File: src/rtl/sram_bist_master_pkg.sv
// Shared types, bus constants and pattern helper for the SRAM BIST master.
// Also used by sram_bist_pattern, which is meant for reuse elsewhere.
package sram_bist_master_pkg;

  typedef enum logic [2:0] {
    ST_IDLE,
    ST_WR_REQ,
    ST_WR_GAP,
    ST_RD_REQ,
    ST_RD_CMP,
    ST_DONE
  } state_e;

  localparam logic [3:0] WSTRB_WORD = 4'hF;
  localparam logic [3:0] WSTRB_READ = 4'h0;

  function automatic logic [31:0] bist_pattern(
    input logic [15:0] idx,
    input logic        phase,
    input logic [31:0] seed
  );
    return ({idx, idx} ^ seed) ^ {32{phase}};
  endfunction

endpackage

File: src/rtl/sram_bist_pattern.sv
// Combinational test-pattern generator: word index and phase to data.
// Phase 1 returns the bitwise inverse of the phase 0 pattern.
module sram_bist_pattern #(
  parameter logic [31:0] SEED = 32'hA5A5_5A5A
) (
  input  logic [15:0] idx,
  input  logic        phase,
  output logic [31:0] data
);
  import sram_bist_master_pkg::*;

  assign data = bist_pattern(idx, phase, SEED);

endmodule

File: src/rtl/sram_bist_master.sv
// Two-pass write/read-verify SRAM test master on the PicoRV32 native bus.
// Each request is followed by exactly one idle gap cycle.
module sram_bist_master #(
  parameter logic [31:0] ADDR_BASE = 32'h0000_0000,
  parameter int unsigned WORDS     = 1024,
  parameter logic [31:0] SEED      = 32'hA5A5_5A5A,
  parameter int unsigned TIMEOUT   = 255
) (
  input  logic        clk,
  input  logic        resetn,
  input  logic        start,
  output logic        busy,
  output logic        done,
  output logic        pass,
  output logic        timeout,
  output logic [15:0] err_count,
  output logic [31:0] first_err_addr,
  output logic [31:0] first_err_data,
  output logic        mem_valid,
  output logic [31:0] mem_addr,
  output logic [31:0] mem_wdata,
  output logic [3:0]  mem_wstrb,
  input  logic        mem_ready,
  input  logic [31:0] mem_rdata
);
  import sram_bist_master_pkg::*;

  localparam logic [15:0] LAST     = 16'(WORDS - 1);
  localparam logic [15:0] WAIT_MAX = 16'(TIMEOUT - 1);

  state_e      state_q, state_d;
  logic [15:0] idx_q, idx_d;
  logic        phase_q, phase_d;
  logic        busy_q, busy_d;
  logic        done_q, done_d;
  logic        pass_q, pass_d;
  logic        tmo_q, tmo_d;
  logic [15:0] err_q, err_d;
  logic [31:0] ferr_addr_q, ferr_addr_d;
  logic [31:0] ferr_data_q, ferr_data_d;
  logic        valid_q, valid_d;
  logic [31:0] addr_q, addr_d;
  logic [31:0] wdata_q, wdata_d;
  logic [3:0]  wstrb_q, wstrb_d;
  logic [15:0] wait_q, wait_d;
  logic [31:0] rdata_q, rdata_d;
  logic [31:0] exp_q, exp_d;

  logic        last;
  logic [31:0] pat_nxt;
  logic [31:0] addr_nxt;

  assign last = (idx_q == LAST);

  // Index/phase of the next request, kept apart from the main FSM
  // so the pattern generator sees it without a combinational loop.
  always_comb begin
    idx_d   = idx_q;
    phase_d = phase_q;
    unique case (state_q)
      ST_IDLE: begin
        if (start) begin
          idx_d   = '0;
          phase_d = 1'b0;
        end
      end
      ST_WR_GAP: idx_d = last ? '0 : idx_q + 16'd1;
      ST_RD_CMP: begin
        if (!last) begin
          idx_d = idx_q + 16'd1;
        end else if (!phase_q) begin
          idx_d   = '0;
          phase_d = 1'b1;
        end
      end
      default: ;
    endcase
  end

  sram_bist_pattern #(
    .SEED (SEED)
  ) u_pattern (
    .idx   (idx_d),
    .phase (phase_d),
    .data  (pat_nxt)
  );

  assign addr_nxt = ADDR_BASE + {14'd0, idx_d, 2'b00};

  always_comb begin
    state_d     = state_q;
    busy_d      = busy_q;
    done_d      = done_q;
    pass_d      = pass_q;
    tmo_d       = tmo_q;
    err_d       = err_q;
    ferr_addr_d = ferr_addr_q;
    ferr_data_d = ferr_data_q;
    valid_d     = valid_q;
    addr_d      = addr_q;
    wdata_d     = wdata_q;
    wstrb_d     = wstrb_q;
    wait_d      = wait_q;
    rdata_d     = rdata_q;
    exp_d       = exp_q;
    unique case (state_q)
      ST_IDLE: begin
        if (start) begin
          busy_d      = 1'b1;
          done_d      = 1'b0;
          pass_d      = 1'b0;
          tmo_d       = 1'b0;
          err_d       = '0;
          ferr_addr_d = '0;
          ferr_data_d = '0;
          valid_d     = 1'b1;
          addr_d      = addr_nxt;
          wdata_d     = pat_nxt;
          wstrb_d     = WSTRB_WORD;
          wait_d      = '0;
          state_d     = ST_WR_REQ;
        end
      end
      ST_WR_REQ, ST_RD_REQ: begin
        if (mem_ready) begin
          valid_d = 1'b0;
          if (state_q == ST_WR_REQ) begin
            state_d = ST_WR_GAP;
          end else begin
            rdata_d = mem_rdata;
            state_d = ST_RD_CMP;
          end
        end else if (wait_q == WAIT_MAX) begin
          valid_d = 1'b0;
          tmo_d   = 1'b1;
          state_d = ST_DONE;
        end else begin
          wait_d = wait_q + 16'd1;
        end
      end
      ST_WR_GAP: begin
        valid_d = 1'b1;
        addr_d  = addr_nxt;
        wait_d  = '0;
        if (last) begin
          wdata_d = '0;
          wstrb_d = WSTRB_READ;
          exp_d   = pat_nxt;
          state_d = ST_RD_REQ;
        end else begin
          wdata_d = pat_nxt;
          wstrb_d = WSTRB_WORD;
          state_d = ST_WR_REQ;
        end
      end
      ST_RD_CMP: begin
        if (rdata_q != exp_q) begin
          if (err_q != 16'hFFFF) err_d = err_q + 16'd1;
          if (err_q == 16'd0) begin
            ferr_addr_d = addr_q;
            ferr_data_d = rdata_q;
          end
        end
        if (!last) begin
          valid_d = 1'b1;
          addr_d  = addr_nxt;
          wdata_d = '0;
          wstrb_d = WSTRB_READ;
          exp_d   = pat_nxt;
          wait_d  = '0;
          state_d = ST_RD_REQ;
        end else if (!phase_q) begin
          valid_d = 1'b1;
          addr_d  = addr_nxt;
          wdata_d = pat_nxt;
          wstrb_d = WSTRB_WORD;
          wait_d  = '0;
          state_d = ST_WR_REQ;
        end else begin
          state_d = ST_DONE;
        end
      end
      ST_DONE: begin
        busy_d  = 1'b0;
        done_d  = 1'b1;
        pass_d  = (err_q == 16'd0) && !tmo_q;
        state_d = ST_IDLE;
      end
      default: state_d = ST_IDLE;
    endcase
  end

  always_ff @(posedge clk or negedge resetn) begin
    if (!resetn) begin
      state_q     <= ST_IDLE;
      idx_q       <= '0;
      phase_q     <= 1'b0;
      busy_q      <= 1'b0;
      done_q      <= 1'b0;
      pass_q      <= 1'b0;
      tmo_q       <= 1'b0;
      err_q       <= '0;
      ferr_addr_q <= '0;
      ferr_data_q <= '0;
      valid_q     <= 1'b0;
      addr_q      <= '0;
      wdata_q     <= '0;
      wstrb_q     <= '0;
      wait_q      <= '0;
      rdata_q     <= '0;
      exp_q       <= '0;
    end else begin
      state_q     <= state_d;
      idx_q       <= idx_d;
      phase_q     <= phase_d;
      busy_q      <= busy_d;
      done_q      <= done_d;
      pass_q      <= pass_d;
      tmo_q       <= tmo_d;
      err_q       <= err_d;
      ferr_addr_q <= ferr_addr_d;
      ferr_data_q <= ferr_data_d;
      valid_q     <= valid_d;
      addr_q      <= addr_d;
      wdata_q     <= wdata_d;
      wstrb_q     <= wstrb_d;
      wait_q      <= wait_d;
      rdata_q     <= rdata_d;
      exp_q       <= exp_d;
    end
  end

  assign busy           = busy_q;
  assign done           = done_q;
  assign pass           = pass_q;
  assign timeout        = tmo_q;
  assign err_count      = err_q;
  assign first_err_addr = ferr_addr_q;
  assign first_err_data = ferr_data_q;
  assign mem_valid      = valid_q;
  assign mem_addr       = addr_q;
  assign mem_wdata      = wdata_q;
  assign mem_wstrb      = wstrb_q;

endmodule

File: config.mk
export PLATFORM = sky130hd
export DESIGN_NAME = sram_bist_master
export DESIGN_NICKNAME = d
export VERILOG_FILES = /design/src/rtl/sram_bist_master_pkg.sv /design/src/rtl/sram_bist_pattern.sv /design/src/rtl/sram_bist_master.sv
export SDC_FILE = /design/constraint.sdc
export NUM_CORES = 1
export LEC_CHECK = 0
export CAP_MARGIN = 20
export CORE_MARGIN = 4
export CORE_UTILIZATION = 30
export CTS_CLUSTER_SIZE = 12
export DETAILED_ROUTE_END_ITERATION = 10
export GPL_ROUTABILITY_DRIVEN = 0
export PLACE_DENSITY_LB_ADDON = 0.1
export SETUP_SLACK_MARGIN = 0.5
export SYNTH_ARGS = -nofsm -noshare
export SYNTH_HDL_FRONTEND = slang
export SYNTH_SLANG_ARGS = --single-unit
File: constraint.sdc
create_clock -name clk -period 3.3 [get_ports clk]
set_input_delay 0.66 -clock clk [delete_from_list [all_inputs] [get_ports clk]]
set_output_delay 0.66 -clock clk [all_outputs]
set_load 0.005 [all_outputs]
==> results.rst, run 1 <==
.. list-table::
   :header-rows: 1

   * - Metric
     - Value
   * - Total number of vias
     - 7904
   * - Placed wire-length estimate
     - 22.84 mm
   * - Number of buffer and inverter stages on the critical path
     - 0
   * - Post-synth top flop
     - dfrtp_1
   * - Final max-slew violation count
     - 0
   * - Die Y-Extent
     - 194.1 um
   * - Starting Density
     - 30.67%
   * - Power after layout
     - 10630 uW
   * - Clock Latency Late Sink
     - 0.53 ns
   * - Static Leakage
     - 0.005734 uW
   * - Total routing resource utilization after global routing
     - 16.64%
   * - Maximum ir drop on the vdd rail
     - 0.0004315 V
   * - Number of cells in the finished layout apart from fillers
     - 1650
   * - Avg Cell Area, Syn
     - 10.34 sq um
   * - Cell type of the slowest stage on the worst timing path
     - or4bb_4
   * - Worst Setup End Kind
     - register
   * - Worst-path cell chain
     - or4bb_4, or4_4, o21ai_4, a22oi_1, mux2i_1, o21a_1
   * - Number of flops mapped to enable cells by yosys
     - 0
   * - Status
     - completed
   * - Final critical delay including setup and external delays
     - 2.757 ns
   * - Layout overhead on the synthesized area
     - 32.12%
   * - Slowest stage delay, CP
     - 0.59 ns
   * - Number of global-route vias before repair
     - 7922
   * - Core Box Area
     - 33870 sq um
   * - Power density cells
     - 774.2 nW/um^2
   * - Fraction of layout instances using a drive strength above 1
     - 15.06%
   * - Slew margin rel.
     - 48.29%
   * - Largest net degree at the start of global routing
     - 78
   * - Buffers from clock root to sink, at most
     - 3
   * - Width of the die
     - 194.1 um
   * - Number of clock sinks seen by CTS
     - 218
   * - Portion of the post-synthesis area used by sequential elements
     - 52.51%
   * - Cell count after synthesis
     - 1005
   * - DRC violation count after routing
     - 0
   * - Average detailed-routed wire length per instance
     - 19.66 um
   * - Number of warnings issued by yosys
     - 0
   * - Die area
     - 37670 sq um
   * - Number of antenna cells inserted
     - 0
   * - Final core occ
     - 40.53%
   * - Total congestion overflow
     - 0
   * - # setup viols final
     - 0
   * - Final WL
     - 32.44 mm
   * - Setup TNS after final layout
     - 0 ns
   * - HP Class
     - in -> async
   * - Clock tree from TritonCTS
     - yes
   * - Fin Hold WS
     - 0.1166 ns
   * - Count of boundary I/O pins
     - 189
   * - Cell count after placement
     - 1589
   * - Post-synthesis instance area
     - 10390 sq um
   * - Number of buffers added on ports
     - 156
   * - Distinct cell type count of the synthesized netlist
     - 60
   * - Top-area cell type share of the netlist area
     - 52.51%
   * - Main area contributors after synthesis
     - dfrtp_1 (53%), nand2_1 (7.2%), mux2i_1 (5.3%)
   * - Cell family with most CP delay
     - simple AND/OR/NAND/NOR gates
   * - Worst Setup Start Kind
     - register
   * - Worst setup skew after layout
     - 0.01180 ns
   * - Final #Nets
     - 1224
   * - Max-cap violations
     - 0
   * - Final period utilization
     - 83.54%
   * - Setup repair after global routing missed its margin
     - true
   * - Clk root buf
     - clkbuf_16
   * - Transition at the pin with the smallest max-transition slack
     - 0.7728 ns
   * - Post-DRT Antenna Nets
     - 0
   * - Number of buffers inserted for hold repair after clock tree synthesis
     - 0
   * - Number of design-rule violations left by the first detailed-router iteration
     - 481
   * - Vias/cell
     - 4.790
   * - Total of flip-flops plus latches after synthesis
     - 218
   * - Initial antenna violation count
     - 0
   * - Share of synthesized flip-flops with an asynchronous set or reset
     - 100.0%
   * - Row count
     - 67
   * - Fin. Hold Viols
     - 0
   * - CTS HTree Levels
     - 1
   * - Post-CTS clock slew at the launch and capture registers of the worst setup and hold paths
     - 0.06 ns
   * - Crit path kind
     - reg -> reg
   * - Clock buffers created by TritonCTS
     - 26
   * - Count of TritonRoute iterations in the first routing pass
     - 4
   * - Global-route wire length before repair
     - 50.34 mm
   * - Most frequent standard cell in the layout excluding fill and tap cells
     - dfrtp_1
   * - Required time at the worst-slack endpoint
     - 3.76 ns
   * - Library cell with the largest summed area after synthesis
     - dfrtp_1
   * - Top library cells by usage in the layout, fill and taps aside
     - dfrtp_1 (214), nand2_1 (198), clkdlybuf4s50_1 (155)
   * - Largest fanout of any net on the critical path
     - 8
   * - Worst endpoint data arrival time
     - 3.21 ns
   * - Maximum operating frequency
     - 362.7 MHz
-- metal layers --
layer / routed length [um] / vias up / global-route usage (%) / part of all wire (%)
li1: - / 3783 / - / -
met1: 15870 / 3899 / 24.63 / 49
met2: 14740 / 185 / 26.30 / 45
met3: 1272 / 37 / 2.398 / 3.9
met4: 560 / 0 / 3.047 / 1.7
met5: 0 / - / 0 / 0
-- worst register-to-register path, delay by kind of cell, from the launching register on --
kind             cells  cell delay [ns]
flip-flops           1             0.43
AO/OA/AOI/OAI        3             0.75
multiplexers         1             0.34
AND/OR/NAND/NOR      2             1.17
-- area by class of cell --
| class | instances | area [sq um] |
|---|---|---|
| tap | 448 | 560.5 |
| timing repair buffer | 208 | 2091 |
| inverter | 10 | 41.29 |
| fill | 3321 | 20140 |
| multi-input combinational | 719 | 4703 |
| sequential | 218 | 5460 |
| clock inverter | 3 | 40.04 |
| clock buffer | 44 | 829.5 |
-- logic make-up after synthesis --
group,Yosys count,synth area share (%)
AND/OR/NAND/NOR,367,16.73
adder cells (fa/ha/maj),5,0.6022
XOR/XNOR,76,6.407
other,1,0.03610
flip-flops,218,52.51
buffers and inverters,99,5.143
AO/OA/AOI/OAI,144,8.900
multiplexers,95,9.671
-- final timing paths --
| path | startpoint | endpoint | slack (ns) | cells after the start |
|---|---|---|---|---|
| worst max register to register | idx_q[15] | exp_q[5] | 0.54 | 6 |
| worst max-delay path | idx_q[15] | exp_q[5] | 0.54 | 6 |
| worst min-delay path | resetn | done | 0.12 | 1 |
| worst min register to register | busy | busy | 0.47 | 2 |
| max in group asynchronous | resetn | exp_q[7] | 2.38 | 2 |
| min in group clk | busy | busy | 0.47 | 2 |
-- where the power goes --
part	total [uW]	internal, uW	switching, uW	leakage [uW]
Clock	2900	1770	1130	0.000429
Sequential	4120	3380	746	0.00282
Combinational	3610	1790	1820	0.00249
-- stage by stage --
step                      worst slack, ns  area, sq um
final                              0.5432        13730
after CTS                          0.5186        13460
after detailed placement           0.2317        12490
after global placement             0.2322        12490
after global routing               0.4320        13730
after floorplan                    0.5119        10510
-- flip-flops by register name (all words and copies together), names as in the netlist --
| signal | count |
|---|---|
| exp_q | 32 |
| first_err_data | 32 |
| mem_wdata | 32 |
| rdata_q | 32 |
| err_count | 16 |
| first_err_addr | 16 |
| idx_q | 16 |
| mem_addr | 16 |
| wait_q | 16 |
| state_q | 3 |
| busy | 1 |
| done | 1 |
| mem_valid | 1 |
| mem_wstrb | 1 |
| pass | 1 |
| phase_q | 1 |
| timeout | 1 |
-- cell usage after synthesis (21+ instances only) --
library cell,number
dfrtp_1,218
nand2_1,200
mux2i_1,55
o21ai_0,47
xnor2_1,40
mux2_2,39
nor2_1,39
clkbuf_1,38
buf_4,37
xor2_1,36
a21oi_1,30
nand4_1,21
-- repair_timing --
action | in CTS | in global routing
pin swaps | 4 | 5
endpoints found under the setup margin | 102 | 109
cloned | 1 | 1
resized for setup | 9 | 34
setup buffers | 3 | 9
Power figures use the tool's default switching activity.
==> run 2, diff against run 1 <==
clock period = 2.55 ns   (was 3.3 ns; I/O delays follow)
==> results.rst, run 2 (same netlist as run 1, synthesis figures left out) <==
.. list-table::
   :header-rows: 1

   * - Metric
     - Value
   * - Status
     - finished, violations left
   * - Failing checks
     - negative setup slack
   * - Start of the worst register-to-register path
     - idx_q[11]
   * - Number of antenna cells inserted
     - 0 (unchanged)
   * - Total routing resource utilization after global routing
     - 18.04% (+1.4 points)
   * - Fin Hold WS
     - 0.4743 ns (+0.3577 ns)
   * - Placed wire-length estimate
     - 22.96 mm (+0.54%)
   * - Clock tree from TritonCTS
     - yes
   * - Layout overhead on the synthesized area
     - 56.53%
   * - R2R Setup Slk
     - -0.07 ns (-0.62 ns)
   * - Final #Nets
     - 1367 (+12%)
   * - Count of boundary I/O pins
     - 189 (unchanged)
   * - Final max-slew violation count
     - 0 (unchanged)
   * - Clk root buf
     - clkbuf_16
   * - Slowest stage delay, CP
     - 0.56 ns (-0.03 ns)
   * - Post-CTS clock slew at the launch and capture registers of the worst setup and hold paths
     - 0.06 ns (about the same)
   * - Row count
     - 67 (unchanged)
   * - Starting Density
     - 30.67% (unchanged)
   * - Cell type of the slowest stage on the worst timing path
     - or4_4
   * - Cells on Worst Hold Path
     - 2
   * - HP Class
     - reg -> reg
   * - R2r endpoint
     - exp_q[18]
   * - Static Leakage
     - 0.006916 uW (+21%)
   * - Largest fanout of any net on the critical path
     - 6 (-2)
   * - Total congestion overflow
     - 0 (unchanged)
   * - Worst Setup Start Kind
     - register
   * - Number of clock sinks seen by CTS
     - 218 (unchanged)
   * - Crit path kind
     - reg -> reg
   * - Top library cells by usage in the layout, fill and taps aside
     - dfrtp_1 (197), nand2_1 (169), clkdlybuf4s50_1 (151)
   * - Vias/cell
     - 4.798 (+0.16%)
   * - Fraction of layout instances using a drive strength above 1
     - 34.75% (+20 points)
   * - Final critical delay including setup and external delays
     - 2.623 ns (-0.1338 ns)
   * - Width of the die
     - 194.1 um (unchanged)
   * - Clock buffers created by TritonCTS
     - 26 (unchanged)
   * - Global-route wire length before repair
     - 54.75 mm (+8.8%)
   * - Start point of the critical path
     - idx_q[11]
   * - Required time at the worst-slack endpoint
     - 2.96 ns (-0.80 ns)
   * - Worst-path cell chain
     - or4_4, or4_4, a31oi_2, a31oi_4, buf_4, xnor2_1, buf_4, mux2_4
   * - Number of buffers added on ports
     - 156 (unchanged)
   * - Core Box Area
     - 33870 sq um (unchanged)
   * - Number of design-rule violations left by the first detailed-router iteration
     - 513 (+6.7%)
   * - Final WL
     - 35.10 mm (+8.2%)
   * - Die area
     - 37670 sq um (unchanged)
   * - Worst setup skew after layout
     - 0.009010 ns (-0.002792 ns)
   * - Worst Setup End Kind
     - register
   * - Total number of vias
     - 8598 (+8.8%)
   * - Design Area, Final
     - 16260 sq um (+18%)
   * - Setup repair after global routing missed its margin
     - true
   * - R2R depth
     - 8 (+2)
   * - Buffers from clock root to sink, at most
     - 3 (unchanged)
   * - # setup viols final
     - 8 (+8)
   * - Largest net degree at the start of global routing
     - 59 (-24%)
   * - Worst endpoint data arrival time
     - 3.04 ns (-0.17 ns)
   * - Most frequent standard cell in the layout excluding fill and tap cells
     - dfrtp_1
   * - Maximum operating frequency
     - 381.2 MHz (+5.1%)
   * - Transition at the pin with the smallest max-transition slack
     - 0.5595 ns (-0.2132 ns)
   * - Post-detailed-placement cell area
     - 13210 sq um (+5.7%)
   * - Die Y-Extent
     - 194.1 um (unchanged)
   * - Power density cells
     - 991.8 nW/um^2 (+28%)
   * - Post-DRT Antenna Nets
     - 0 (unchanged)
   * - Endpoint of the most critical setup path
     - exp_q[18]
   * - CTS HTree Levels
     - 1 (unchanged)
   * - Max-cap violations
     - 0 (unchanged)
   * - Initial antenna violation count
     - 0 (unchanged)
   * - Slew margin rel.
     - 62.43% (+14 points)
   * - FILL cells
     - 3139 (-5.5%)
   * - Fin. Hold Viols
     - 0 (unchanged)
   * - Clock Latency Late Sink
     - 0.53 ns (about the same)
   * - Average detailed-routed wire length per instance
     - 19.59 um (-0.37%)
   * - Final period utilization
     - 102.9% (+19 points)
   * - Number of global-route vias before repair
     - 8913 (+13%)
   * - DRC violation count after routing
     - 0 (unchanged)
   * - Maximum ir drop on the vdd rail
     - 0.0004719 V (+9.4%)
   * - Count of TritonRoute iterations in the first routing pass
     - 4 (unchanged)
   * - Worst Slack Setup Final
     - -0.07299 ns (-0.6162 ns)
run 2: worst min-delay path by stage:
| stage | from | slack (ns) | end |
|---|---|---|---|
| floorplan | resetn | 0.21 | busy |
| finish | busy | 0.47 | busy |
| global route | mem_wdata[7] | 0.51 | mem_wdata[7] |
| global placement | done | 0.46 | done |
| CTS | busy | 0.48 | busy |
| detailed placement | busy | 0.47 | busy |
run 2: power by group:
part           leakage, uW  internal (uW)  switching [uW]  total, uW
registers          0.00279           4380             932       5310
clock network     0.000417           2200            1500       3700
logic              0.00371           3860            3260       7120
total              0.00692          10400            5700      16100
run 2: layout make-up:
| cell class | count | area, sq um | share of cell area, % |
|---|---|---|---|
| flip-flops and latches | 218 | 5482 | 33.71 |
| clock inverters | 9 | 110.1 | 0.6771 |
| multi-input cells | 720 | 5547 | 34.11 |
| inverters | 10 | 37.54 | 0.2308 |
| well taps | 448 | 560.5 | 3.447 |
| repair buffers | 350 | 3794 | 23.33 |
| clock buffers | 37 | 732.0 | 4.501 |
run 2: stage by stage:
stage               cells  util (%)  power [uW]  setup slack [ns]  setup TNS, ns
finish               1792     48.02       16130          -0.07299        -0.2088
global route         1792     48.02       17030           -0.1268         -2.751
CTS                  1771     46.34       15750          -0.09120        -0.2504
global placement     1662     38.99       10270           -0.1784         -3.101
floorplan            1036         -        7971          -0.02925        -0.1477
detailed placement   1662     38.99       10300           -0.1773         -4.854
run 2: worst max-delay path: cells and delay by family (launching register included):
kind / cells / cell delay, ns
compound gates: 2 / 0.33
xor+xnor: 1 / 0.12
buf+inv: 2 / 0.32
flops: 1 / 0.37
mux: 1 / 0.26
simple gates: 2 / 1.10
run 2: routing by layer:
layer | wire, um | vias up | global-route usage [%]
met5 | 0 | - | 0
met4 | 736 | 0 | 4.010
met3 | 1427 | 50 | 2.589
met2 | 16170 | 204 | 28.32
met1 | 16770 | 4260 | 26.59
li1 | - | 4084 | -
run 2: timing repair:
action	in CTS	in global routing
endpoints found under the hold margin	51	0
setup buffers	49	19
pin swaps	68	55
hold buffers	1	0
setup endpoints to repair	194	219
gates cloned	13	2
gates resized for setup	239	91
